`config.mk`:
```
export PLATFORM = sky130hd
export DESIGN_NAME = seq_divider_16by8_flat
export DESIGN_NICKNAME = d
export VERILOG_FILES = /design/src/rtl/seq_divider_16by8_if.sv /design/src/rtl/seq_divider_16by8.sv /design/src/flat_wrapper.sv
export SDC_FILE = /design/constraint.sdc
export NUM_CORES = 1
export LEC_CHECK = 0
export ABC_AREA = 0
export BUFFER_PORTS_ARGS = -buffer_cell sky130_fd_sc_hd__buf_2
export CAP_MARGIN = 20
export CORE_ASPECT_RATIO = 1.5
export CORE_MARGIN = 1.5
export CORE_UTILIZATION = 40
export CTS_CLUSTER_SIZE = 24
export DETAILED_ROUTE_END_ITERATION = 12
export PLACE_DENSITY_LB_ADDON = 0.2
export SETUP_SLACK_MARGIN = 0.5
export SYNTH_ARGS = -nofsm -noshare
export SYNTH_HDL_FRONTEND = slang
export SYNTH_SLANG_ARGS = --single-unit
```
`constraint.sdc`:
```
create_clock -name clk -period 1.9 [get_ports clk]
set_input_delay 0.19 -clock clk [delete_from_list [all_inputs] [get_ports clk]]
set_output_delay 0.19 -clock clk [all_outputs]
set_load 0.05 [all_outputs]
```
`src/rtl/seq_divider_16by8_if.sv`:
```
// rtl/seq_divider_16by8_if.sv - start/done request and result bundle for the sequential divider
interface seq_divider_16by8_if #(
   parameter int DIVIDEND_W = 16,
   parameter int DIVISOR_W  = 8
);
   logic                  start;
   logic [DIVIDEND_W-1:0] dividend;
   logic [DIVISOR_W-1:0]  divisor;
   logic [DIVIDEND_W-1:0] quotient;
   logic [DIVISOR_W-1:0]  remainder;
   logic                  busy;
   logic                  done;
   logic                  div_by_zero;

   modport master (
      output start, dividend, divisor,
      input  quotient, remainder, busy, done, div_by_zero
   );

   modport slave (
      input  start, dividend, divisor,
      output quotient, remainder, busy, done, div_by_zero
   );
endinterface

```
`src/rtl/seq_divider_16by8.sv`:
```
// rtl/seq_divider_16by8.sv - restoring divider, one quotient bit per clock
module seq_divider_16by8 #(
   parameter int DIVIDEND_W = 16,
   parameter int DIVISOR_W  = 8
) (
   input  logic                clk,
   input  logic                reset,
   seq_divider_16by8_if.slave  bus
);
   localparam int CNT_W = $clog2(DIVIDEND_W);
   localparam logic [CNT_W-1:0] LAST_CNT = CNT_W'(DIVIDEND_W - 1);

   typedef enum logic [1:0] {IDLE, CALC, DONE} state_t;

   state_t                state_q, state_d;
   logic [CNT_W-1:0]      count_q;
   logic [DIVISOR_W-1:0]  divisor_q;
   logic [DIVISOR_W-1:0]  rem_q, rem_d;
   logic [DIVIDEND_W-1:0] q_q, q_d;
   logic [DIVIDEND_W-1:0] quotient_q;
   logic [DIVISOR_W-1:0]  remainder_q;
   logic                  dbz_q;
   logic                  zero_pend_q;
   logic                  busy, done;

   logic [DIVISOR_W:0]    shifted;
   logic [DIVISOR_W+1:0]  trial;
   logic                  borrow;
   logic                  unused_trial_bit;

   // Partial remainder is always < divisor, so its shifted form needs one extra bit
   // and a successful trial always lands back inside DIVISOR_W bits.
   always_comb begin
      shifted          = {rem_q, q_q[DIVIDEND_W-1]};
      trial            = {1'b0, shifted} - {2'b00, divisor_q};
      borrow           = trial[DIVISOR_W+1];
      rem_d            = borrow ? shifted[DIVISOR_W-1:0] : trial[DIVISOR_W-1:0];
      q_d              = {q_q[DIVIDEND_W-2:0], ~borrow};
      unused_trial_bit = trial[DIVISOR_W];
   end

   always_ff @(posedge clk) begin
      if (reset) state_q <= IDLE;
      else       state_q <= state_d;
   end

   always_comb begin
      state_d = state_q;
      case (state_q)
         IDLE: begin
            if (zero_pend_q)
               state_d = DONE;
            else if (bus.start && (bus.divisor != '0))
               state_d = CALC;
         end
         CALC:    if (count_q == LAST_CNT) state_d = DONE;
         DONE:    state_d = IDLE;
         default: state_d = IDLE;
      endcase
   end

   always_comb begin
      busy = (state_q == CALC);
      done = (state_q == DONE);
   end

   always_ff @(posedge clk) begin
      if (reset) begin
         count_q     <= '0;
         divisor_q   <= '0;
         rem_q       <= '0;
         q_q         <= '0;
         quotient_q  <= '0;
         remainder_q <= '0;
         dbz_q       <= 1'b0;
         zero_pend_q <= 1'b0;
      end else begin
         case (state_q)
            IDLE: begin
               if (zero_pend_q) begin
                  quotient_q  <= '1;
                  remainder_q <= '1;
                  dbz_q       <= 1'b1;
                  zero_pend_q <= 1'b0;
               end else if (bus.start) begin
                  divisor_q   <= bus.divisor;
                  q_q         <= bus.dividend;
                  rem_q       <= '0;
                  count_q     <= '0;
                  dbz_q       <= 1'b0;
                  zero_pend_q <= (bus.divisor == '0);
               end
            end
            CALC: begin
               rem_q   <= rem_d;
               q_q     <= q_d;
               count_q <= count_q + 1'b1;
               if (count_q == LAST_CNT) begin
                  quotient_q  <= q_d;
                  remainder_q <= rem_d;
               end
            end
            default: ;
         endcase
      end
   end

   assign bus.quotient    = quotient_q;
   assign bus.remainder   = remainder_q;
   assign bus.busy        = busy;
   assign bus.done        = done;
   assign bus.div_by_zero = dbz_q;
endmodule

```
`src/flat_wrapper.sv`:
```
// flat-port wrapper written by rule: the top's interface ports become plain ports
module seq_divider_16by8_flat 
#(
   parameter int DIVIDEND_W = 16,
   parameter int DIVISOR_W  = 8
)
  (clk, reset, bus_start, bus_dividend, bus_divisor, bus_quotient, bus_remainder, bus_busy, bus_done, bus_div_by_zero);
  seq_divider_16by8_if #(.DIVIDEND_W(DIVIDEND_W), .DIVISOR_W(DIVISOR_W)) bus_i ();
  input  logic clk;
  input  logic reset;
  input wire logic [$bits(bus_i.start)-1:0] bus_start;
  input wire logic [$bits(bus_i.dividend)-1:0] bus_dividend;
  input wire logic [$bits(bus_i.divisor)-1:0] bus_divisor;
  output wire logic [$bits(bus_i.quotient)-1:0] bus_quotient;
  output wire logic [$bits(bus_i.remainder)-1:0] bus_remainder;
  output wire logic [$bits(bus_i.busy)-1:0] bus_busy;
  output wire logic [$bits(bus_i.done)-1:0] bus_done;
  output wire logic [$bits(bus_i.div_by_zero)-1:0] bus_div_by_zero;
  assign bus_i.start = bus_start;
  assign bus_i.dividend = bus_dividend;
  assign bus_i.divisor = bus_divisor;
  assign bus_quotient = bus_i.quotient;
  assign bus_remainder = bus_i.remainder;
  assign bus_busy = bus_i.busy;
  assign bus_done = bus_i.done;
  assign bus_div_by_zero = bus_i.div_by_zero;
  seq_divider_16by8 #(.DIVIDEND_W(DIVIDEND_W), .DIVISOR_W(DIVISOR_W)) u_core (.clk(clk), .reset(reset), .bus(bus_i));
endmodule
```
======== Word-level counts from Yosys, hierarchy flattened ========
Cells that the tools add are included.
operators by class
  $add $sub $neg .......................... 2
  multiply operators ...................... 0
  div/mod/pow operators ................... 0
  order comparisons ....................... 0
  equality and inequality tests ........... 8
  shift-type cells ........................ 0
  muxes and demuxes ....................... 24
  bitwise gates (word level) .............. 2
  reduce and logical (&&, ||, !) cells .... 11
operators with widths
  cell                                                   number
  2-to-1 mux 16 bit                                      4
  case mux 16 bit (2 select lines)                       2
  2-to-1 mux 8 bit                                       5
  case mux 8 bit (2 select lines)                        2
  subtractor 9 x 8 -> 10 bit                             1
  AND reduction 3 bit                                    3
  logical NOT 8 bit                                      1
  2-to-1 mux 4 bit                                       2
  case mux 4 bit (2 select lines)                        1
  nonzero test 8 bit                                     1
  2-to-1 mux 2 bit                                       3
  adder 4 x 1 -> 4 bit, second input constant            1
  == test 4 bit, second input constant                   1
  2-to-1 mux 1 bit                                       4
  inequality test 2 x 1 -> 1 bit, second input constant  2
  inequality test 2 bit, second input constant           2
  case mux 2 bit (2 select lines)                        1
  AND reduction 2 bit                                    2
  nonzero test 2 bit                                     2
  inequality test 3 x 1 -> 1 bit, second input constant  1
  == test 2 x 1 -> 1 bit, second input constant          1
  == test 2 bit, second input constant                   1
  logical NOT 2 bit                                      1
  inverter 1 bit                                         2
  logical AND 1 bit                                      1
word-level totals
  register bits after elaboration ......... 64
  latch bits .............................. 0
  memory bits (writable) .................. 0
  ROM bits ................................ 0
  output and inout bits ................... 27
  memories ................................ 0

======== Longest topological paths before layout ========
Gate-level depths: netlist of the first run.
  depth in word-level cells ............... 5
  depth in mapped cells ................... 8
  gate-level depth less buffers ........... 8

======== Worst setup path before layout of the first run ========
No wires, ideal clock.
  path kind ............................... register -> register
  from .................................... reg u_core.q_q[15]
  to ...................................... reg u_core.remainder_q[6], in the netlist u_core.bus.remainder[6]
  library setup time ...................... 0.086 ns
  arrival time ............................ 1.877 ns
  required time ........................... 1.814 ns
  slack ................................... -0.062 ns
  cell stages (with the launch flop) ...... 9
  path buffers ............................ 0
  period minus slack after synthesis ...... 1.962 ns
  cells stage by stage .................... dfxtp_1 -> inv_1 -> ha_1 -> fa_1 -> nand2b_1 -> a2111o_1 -> o311ai_1 -> mux2i_1 -> a211oi_1
between the ends
  word-level cells in the longest chain between the ends .. 4
RTL lines
  what                             line                      RTL
  start, declared                  seq_divider_16by8.sv:19   logic [DIVIDEND_W-1:0] q_q, q_d;
  start signal, assigned           seq_divider_16by8.sv:87   q_q <= bus.dividend;
  start signal, assigned           seq_divider_16by8.sv:96   q_q <= q_d;
  subtractor 9 x 8 -> 10 bit       seq_divider_16by8.sv:35   trial = {1'b0, shifted} - {2'b00, divisor_q};
  2-to-1 mux 8 bit                 seq_divider_16by8.sv:37   rem_d = borrow ? shifted[DIVISOR_W-1:0] : trial[DIVISOR_W-1:0];
  2-to-1 mux 8 bit                 seq_divider_16by8.sv:98   if (count_q == LAST_CNT) begin
  case mux 8 bit (2 select lines)  seq_divider_16by8.sv:78   case (state_q)
  end signal, assigned             seq_divider_16by8.sv:100  remainder_q <= rem_d;
  end, declared                    seq_divider_16by8.sv:21   logic [DIVISOR_W-1:0] remainder_q;
No other way between the ends. The select of a mux whose other input is x is not followed.
A chain may end at the register's enable or synchronous reset.

======== Worst setup path after layout of the first run ========
  from .................................... reg u_core.q_q[15]
  to ...................................... reg u_core.rem_q[6]
between the ends
  word-level cells in the longest chain between the ends .. 3
RTL lines
  what                             line                     RTL
  subtractor 9 x 8 -> 10 bit       seq_divider_16by8.sv:35
  2-to-1 mux 8 bit                 seq_divider_16by8.sv:37
  case mux 8 bit (2 select lines)  seq_divider_16by8.sv:78
  end signal, assigned             seq_divider_16by8.sv:95  rem_q <= rem_d;
  end, declared                    seq_divider_16by8.sv:18  logic [DIVISOR_W-1:0] rem_q, rem_d;
No other way between the ends.

==> run metrics, run 1 <==
Logic pwr share 25.5%; Tot Pwr 0.003535 W; Net Switching 0.001061 W; Cell Int Power 0.002474 W; DRT Wirelength 8677 um; antenna violations before repair 0; synthesized area 2945 um^2; clock share of power 33.5%; most common cell after layout, fill and taps aside nand2_1; Crit Path Class register to register; diode count 0; Final Hold Viols 0; clk sinks 64; Hold Crit Start bus_divisor[6]; Worst Hold Depth 3; Synth-to-Final Area Change 52.00%; Port Buffers 53; grt ovf 0; flop2flop setup slack -0.12 ns; vias per cell 5.269; Hold Crit Class input port to register; Final nets 478; Synth Register Bits 64; global-route wire length before repair 13,800 um; layout cell share with drive strength beyond 1 45.29%; vias in the first global route 2,913; final std cells w/o fill 546; Clock Latency Late Sink 0.35 ns; outcome finished with violations; Worst setup EP type register; Die Y 108.1 um; Syn Inst Count 349; Min Clock Period, post-route 2.019 ns; Min-Delay Endpoint u_core.divisor_q[6]; unrepaired setup endpoints after global routing true; Max Cap Viol 0; CTS tree built; Seq pwr share 41.0%; final instance area 4477 um^2; CTS buffer count 9; Worst Slack Setup Final -0.1189 ns; PD cells 789.6 nW/um^2; Avg Inst Size Synth 8.439 um^2; Tightest Pin Transition 0.8700 ns; wire per inst 15.89 um; Site Rows 38; crit-path max FO 3; Boundary Pins 54; Slew HR 41.55%; fraction of registers with async set/reset 0%; sum of negative setup slack -0.4063 ns; htree depth 3; commonest non-fill, non-tap cells in the layout 59 x nand2_1, 51 x nor2_1, 51 x buf_2, 50 x dfxtp_1, 25 x buf_4; final-layout fill cell count 602; Post-Syn Nets 386; Placed Cells 503; max frequency 0.4953 GHz; maximum vdd drop 0.5804 mV; full die area 7898 um^2; post-DP HPWL 5360 um; switch share 30.01%; GRT Overall Usage 23.18%; worst clock skew 0.008982 ns; type of origin of the critical path register; clock tree root buffer cell clkbuf_8; Starting Density 41.02%; top_reg_cell synth dfxtp_1; Pins Over Slew Limit 0; EDFF count, synth 0; largest net degree at the start of global routing 60; FF-to-FF path depth 8; failing checks setup timing; placed inst area 3495 um^2; synth warn 0; DR iter-0 viols 150; period utilization 106.3%; WP data required 2.16 ns; Clock Path Buffers 2; Final GP Congestion 0.8212; via count 2,877; LEAKAGE 1.803 nW; ANT nets after route 0; sequential area share after synthesis 43.50%; Worst R2R Start u_core.q_q[15]; First-pass DRT Iterations 4; final core occ 62.36%; count of different cell masters after synthesis 46; Clock transition at path regs 0.08 ns; # DRC 0; Final setup viols 11; Worst EP arrival 2.28 ns; Core Area 7179 um^2; r2r endpoint u_core.rem_q[6]; DIE WIDTH 73.07 um
-- cell type report --
class	count	area, um^2	share of cell area [%]
clock buffer	11	141.4	3.158
clock inverter	5	56.30	1.258
inverter	13	51.30	1.146
multi-input combinational	251	1902	42.48
sequential	64	1304	29.12
tap	100	125.1	2.795
timing repair buffer	102	897.1	20.04
-- routing by layer --
layer / global-route usage, % / up-vias / routed length (um)
li1: - / 1416 / -
met1: 24.35 / 1337 / 3210
met2: 40.32 / 89 / 4588
met3: 6.244 / 35 / 407
met4: 13.88 / 0 / 471
met5: 0 / - / 0
-- critical path: stages (launching register included) --
cell and delay (ns):
dfxtp_2 0.34, inv_2 0.06, ha_4 0.15, fa_2 0.34
nand2b_4 0.16, a2111o_1 0.37, o311ai_2 0.09, mux2i_1 0.16
a211oi_1 0.25
-- sequential cells by signal, indices dropped and copies added, names as in the netlist, 2 cells and up --
name,flops
u_core.state_q,2
u_core.divisor_q,8
u_core.rem_q,8
u_core.count_q,4
u_core.bus.quotient,16
u_core.q_q,16
u_core.bus.remainder,8
-- cell usage after synthesis (all sizes together) (3+ instances only) --
master  instances  area [um^2]
inv            13        48.79
ha              9        112.6
buf             7        36.28
nand3           3        15.01
o21ai          10        50.05
xor2            3        26.28
mux2i           5        50.05
o21a            3        22.52
a21oi          19        95.09
nand2          61        236.5
nand2b          6        37.54
a311oi         16        140.1
dfxtp          64         1281
nor2           56        212.7
clkbuf         14        92.59
nor2b           3        18.77
a211oi         23        172.7
-- worst max path at each step --
stage | from | to | slack (ns) | depth (start not counted)
2_1_floorplan | u_core.q_q[15] | u_core.rem_q[6] | 0.1 | 8
4_1_cts | u_core.q_q[15] | u_core.rem_q[6] | -0.09 | 8
6_report | u_core.q_q[15] | u_core.rem_q[6] | -0.12 | 8
3_5_place_dp | u_core.q_q[15] | u_core.rem_q[6] | -0.11 | 8
3_3_place_gp | u_core.rem_q[1] | u_core.rem_q[5] | -0.06 | 6
5_1_grt | u_core.q_q[15] | u_core.rem_q[6] | -0.19 | 8
-- stage by stage --
stage,hold slack [ns],setup slack (ns)
after floorplan,0.3184,0.09919
after global placement,0.4455,-0.06283
after detailed placement,0.4494,-0.1056
after CTS,0.07266,-0.09123
after global routing,0.07812,-0.1899
final,0.08400,-0.1189
-- power by group through the flow --
stage,Sequential (W),Clock (W),Combinational [W]
after floorplan,0.00146,0,0.000460
after global placement,0.00147,0,0.000643
after detailed placement,0.00147,0,0.000649
after CTS,0.00145,0.00121,0.000810
after global routing,0.00145,0.00127,0.000975
final,0.00145,0.00118,0.000902
-- kinds of logic after synthesis --
| logic type | Yosys count | share of synthesized area (%) |
|---|---|---|
| DFF | 64 | 43.50 |
| xor gates and xnor gates | 3 | 0.8923 |
| buffers and inverters | 34 | 6.032 |
| AOI/OAI and AO/OA | 87 | 21.71 |
| and+or+nand+nor | 146 | 21.67 |
| muxes | 5 | 1.699 |
| adders and majority gates | 10 | 4.503 |
-- repair_timing --
action,CTS,global route
endpoints found under the setup margin,45,50
gates resized for setup,81,31
setup buffers,15,6
pin swaps,27,14
endpoints found under the hold margin,0,0
gates cloned,6,0
hold buffers,0,0
Power figures use the tool's default switching activity.
==> run 2: changes to the inputs <==
--- a/config.mk
+++ b/config.mk
@@ -5,7 +5,7 @@
 export SDC_FILE = /design/constraint.sdc
 export NUM_CORES = 1
 export LEC_CHECK = 0
-export ABC_AREA = 0
+export ABC_AREA = 1
 export BUFFER_PORTS_ARGS = -buffer_cell sky130_fd_sc_hd__buf_2
 export CAP_MARGIN = 20
 export CORE_ASPECT_RATIO = 1.5
==> run 2 against run 1 <==
The flow now finishes without violations; combinational power rose to 3.7 times the previous value; synthesized cell count increased by 20%; area after synthesis grew 3.4%; worst hold slack better by 0.011 ns; design area grew 8.6%; fmax is 21% higher; non-clock buffer count rose by 6; total power up 71%; final cell count grew 15%.
==> run metrics, run 2 <==
Starting Density 41.59%; synth warn 0; flop2flop setup slack 0.23 ns; DIE WIDTH 74.25 um; Clock transition at path regs 0.07 ns; # DRC 0; top_reg_cell synth dfxtp_1; area share of the largest cell type after synthesis 42.07%; Min-Delay Endpoint u_core.divisor_q[0]; leading area contributor after synthesis dfxtp_1; Core Area 7322 um^2; LEAKAGE 2.169 nW; post-DP HPWL 5555 um; CP max stage cell dfxtp_2; Synth-to-Final Area Change 59.61%; First-pass DRT Iterations 5; PD cells 1246 nW/um^2; Clock Path Buffers 2; top-count cell post-synth nand2_1; Clock Latency Late Sink 0.35 ns; Placed Cells 567; Worst setup EP type register; max frequency 0.5979 GHz; sequential area share after synthesis 42.07%; most common cell after layout, fill and taps aside buf_2; Tightest Pin Transition 0.4060 ns; htree depth 3; wire per inst 16.34 um; period utilization 88.03%; area of the multi-input gates 2145 um^2; Worst Hold Depth 3; Worst EP arrival 1.92 ns; Post-Syn Nets 457; largest net degree at the start of global routing 34; ANT nets after route 0; Site Rows 38; worst clock skew 0.006217 ns; FF-to-FF path depth 11; DR iter-0 viols 176; top post-synthesis cells by area dfxtp_1 42%, nand2_1 9.1%, nor2_1 6.8%; Worst R2R Start u_core.q_q[15]; clock tree root buffer cell clkbuf_8; final-layout fill cell count 592; layout cell share with drive strength beyond 1 52.46%; EDFF count, synth 0; met2 routed WL 5480 um; full die area 8157 um^2; Max Cap Viol 0; critical path's largest stage delay 0.36 ns; Avg Inst Size Synth 7.251 um^2; Crit Path Class register to register; CTS buffer count 9; Hold Crit Class input port to register; vias in the first global route 3,137; WP data required 2.14 ns; crit-path max FO 3; Boundary Pins 54; Syn Inst Count 420; antenna violations before repair 0; crit path cell chain inv_2 > ha_4 > fa_2 > inv_2 > nand4_1 > nand3_1 > nand2_1 > nand3_2 > nand4_1 > nand2_1 > inv_1; global-route wire length before repair 14,410 um; Die Y 109.9 um; sum of negative setup slack 0 ns; hold_buf cts 0; Port Buffers 53; vias per cell 5.314; Slew HR 72.90%; Synth Register Bits 64; final std cells w/o fill 628; met3 routed WL 326 um; CTS tree built; DRT Wirelength 10,260 um; register area 1308 um^2; Final setup viols 0; Top Metal Used met4; fraction of registers with async set/reset 0%; unrepaired setup endpoints after global routing true; grt ovf 0; r2r endpoint u_core.bus.remainder[6]; maximum vdd drop 0.6565 mV; most instantiated cells after synthesis 74 x nand2_1, 64 x dfxtp_1, 55 x nor2_1; GRT Overall Usage 23.40%; diode count 0; synthesized area 3045 um^2; Final GP Congestion 0.9237; Final Hold Viols 0; via count 3,337; outcome complete, no violations; Final nets 562; Hold Crit Start bus_divisor[0]; WL met1 3889 um; Min Clock Period, post-route 1.673 ns; count of different cell masters after synthesis 34; commonest non-fill, non-tap cells in the layout 51 x buf_2, 49 x dfxtp_1, 42 x nand2_1, 31 x inv_1; Pins Over Slew Limit 0; clk sinks 64; type of origin of the critical path register
## run 2: logic make-up after synthesis
family	count (synthesis)	share of synthesized area (%)
and+or+nand+nor	189	27.73
AOI/OAI and AO/OA	92	16.89
DFF	64	42.07
buffers and inverters	62	8.093
adders and majority gates	10	4.355
xor gates and xnor gates	3	0.8629
## run 2: how the worst max path moves through the flow
stage,startpoint,end,depth (start not counted)
after floorplan,u_core.q_q[15],u_core.rem_q[4],10
after global placement,u_core.count_q[0],u_core.bus.quotient[15],8
after detailed placement,u_core.count_q[0],u_core.bus.quotient[15],8
after CTS,u_core.q_q[15],u_core.bus.remainder[6],11
after global routing,u_core.q_q[15],u_core.rem_q[4],10
final,u_core.q_q[15],u_core.bus.remainder[6],11
## run 2: area by class of cell
cell class / instances / area share (%)
inverter: 44 / 3.912
timing repair inverter: 3 / 0.6435
clock buffer: 13 / 3.063
sequential: 64 / 26.90
timing repair buffer: 108 / 18.69
tap: 100 / 2.574
clock inverter: 1 / 0.1030
multi-input combinational: 295 / 44.12
## run 2: through the flow
| step | utilization [%] | power (W) | area, um^2 | hold WS (ns) | worst slack (ns) |
|---|---|---|---|---|---|
| global placement | 49.21 | 0.003815 | 3603 | 0.4462 | 0.1207 |
| CTS | 58.89 | 0.005455 | 4312 | 0.09454 | 0.2611 |
| detailed placement | 49.21 | 0.003835 | 3603 | 0.4503 | 0.1233 |
| global route | 66.39 | 0.006356 | 4861 | 0.09760 | 0.1108 |
| finish | 66.39 | 0.006055 | 4861 | 0.09479 | 0.2274 |
| floorplan | - | 0.003351 | 3209 | 0.2685 | 0.3730 |
## run 2: where the power goes
| group | internal [W] | switching [W] | leakage, nW |
|---|---|---|---|
| clock network | 0.000494 | 0.000497 | 0.0794 |
| logic | 0.00131 | 0.00200 | 1.56 |
| registers | 0.00159 | 0.000171 | 0.533 |
| total | 0.00339 | 0.00267 | 2.17 |
## run 2: layer usage
layer	track usage, %	up-vias
met5	0	-
met2	39.92	83
li1	-	1600
met4	16.49	0
met1	25.70	1613
met3	3.941	41
## run 2: critical path, delay by kind of cell (launching register included)
kind / cells / cell delay (ns)
buf+inv: 3 / 0.17
fa+ha+maj: 2 / 0.51
flops: 1 / 0.36
simple gates: 6 / 0.53
## run 2: what timing repair did
item	CTS	global route
endpoints found under the setup margin	60	61
cloned	6	3
pin swaps	21	55
endpoints found under the hold margin	0	0
gates resized for setup	96	112
setup buffers	23	15
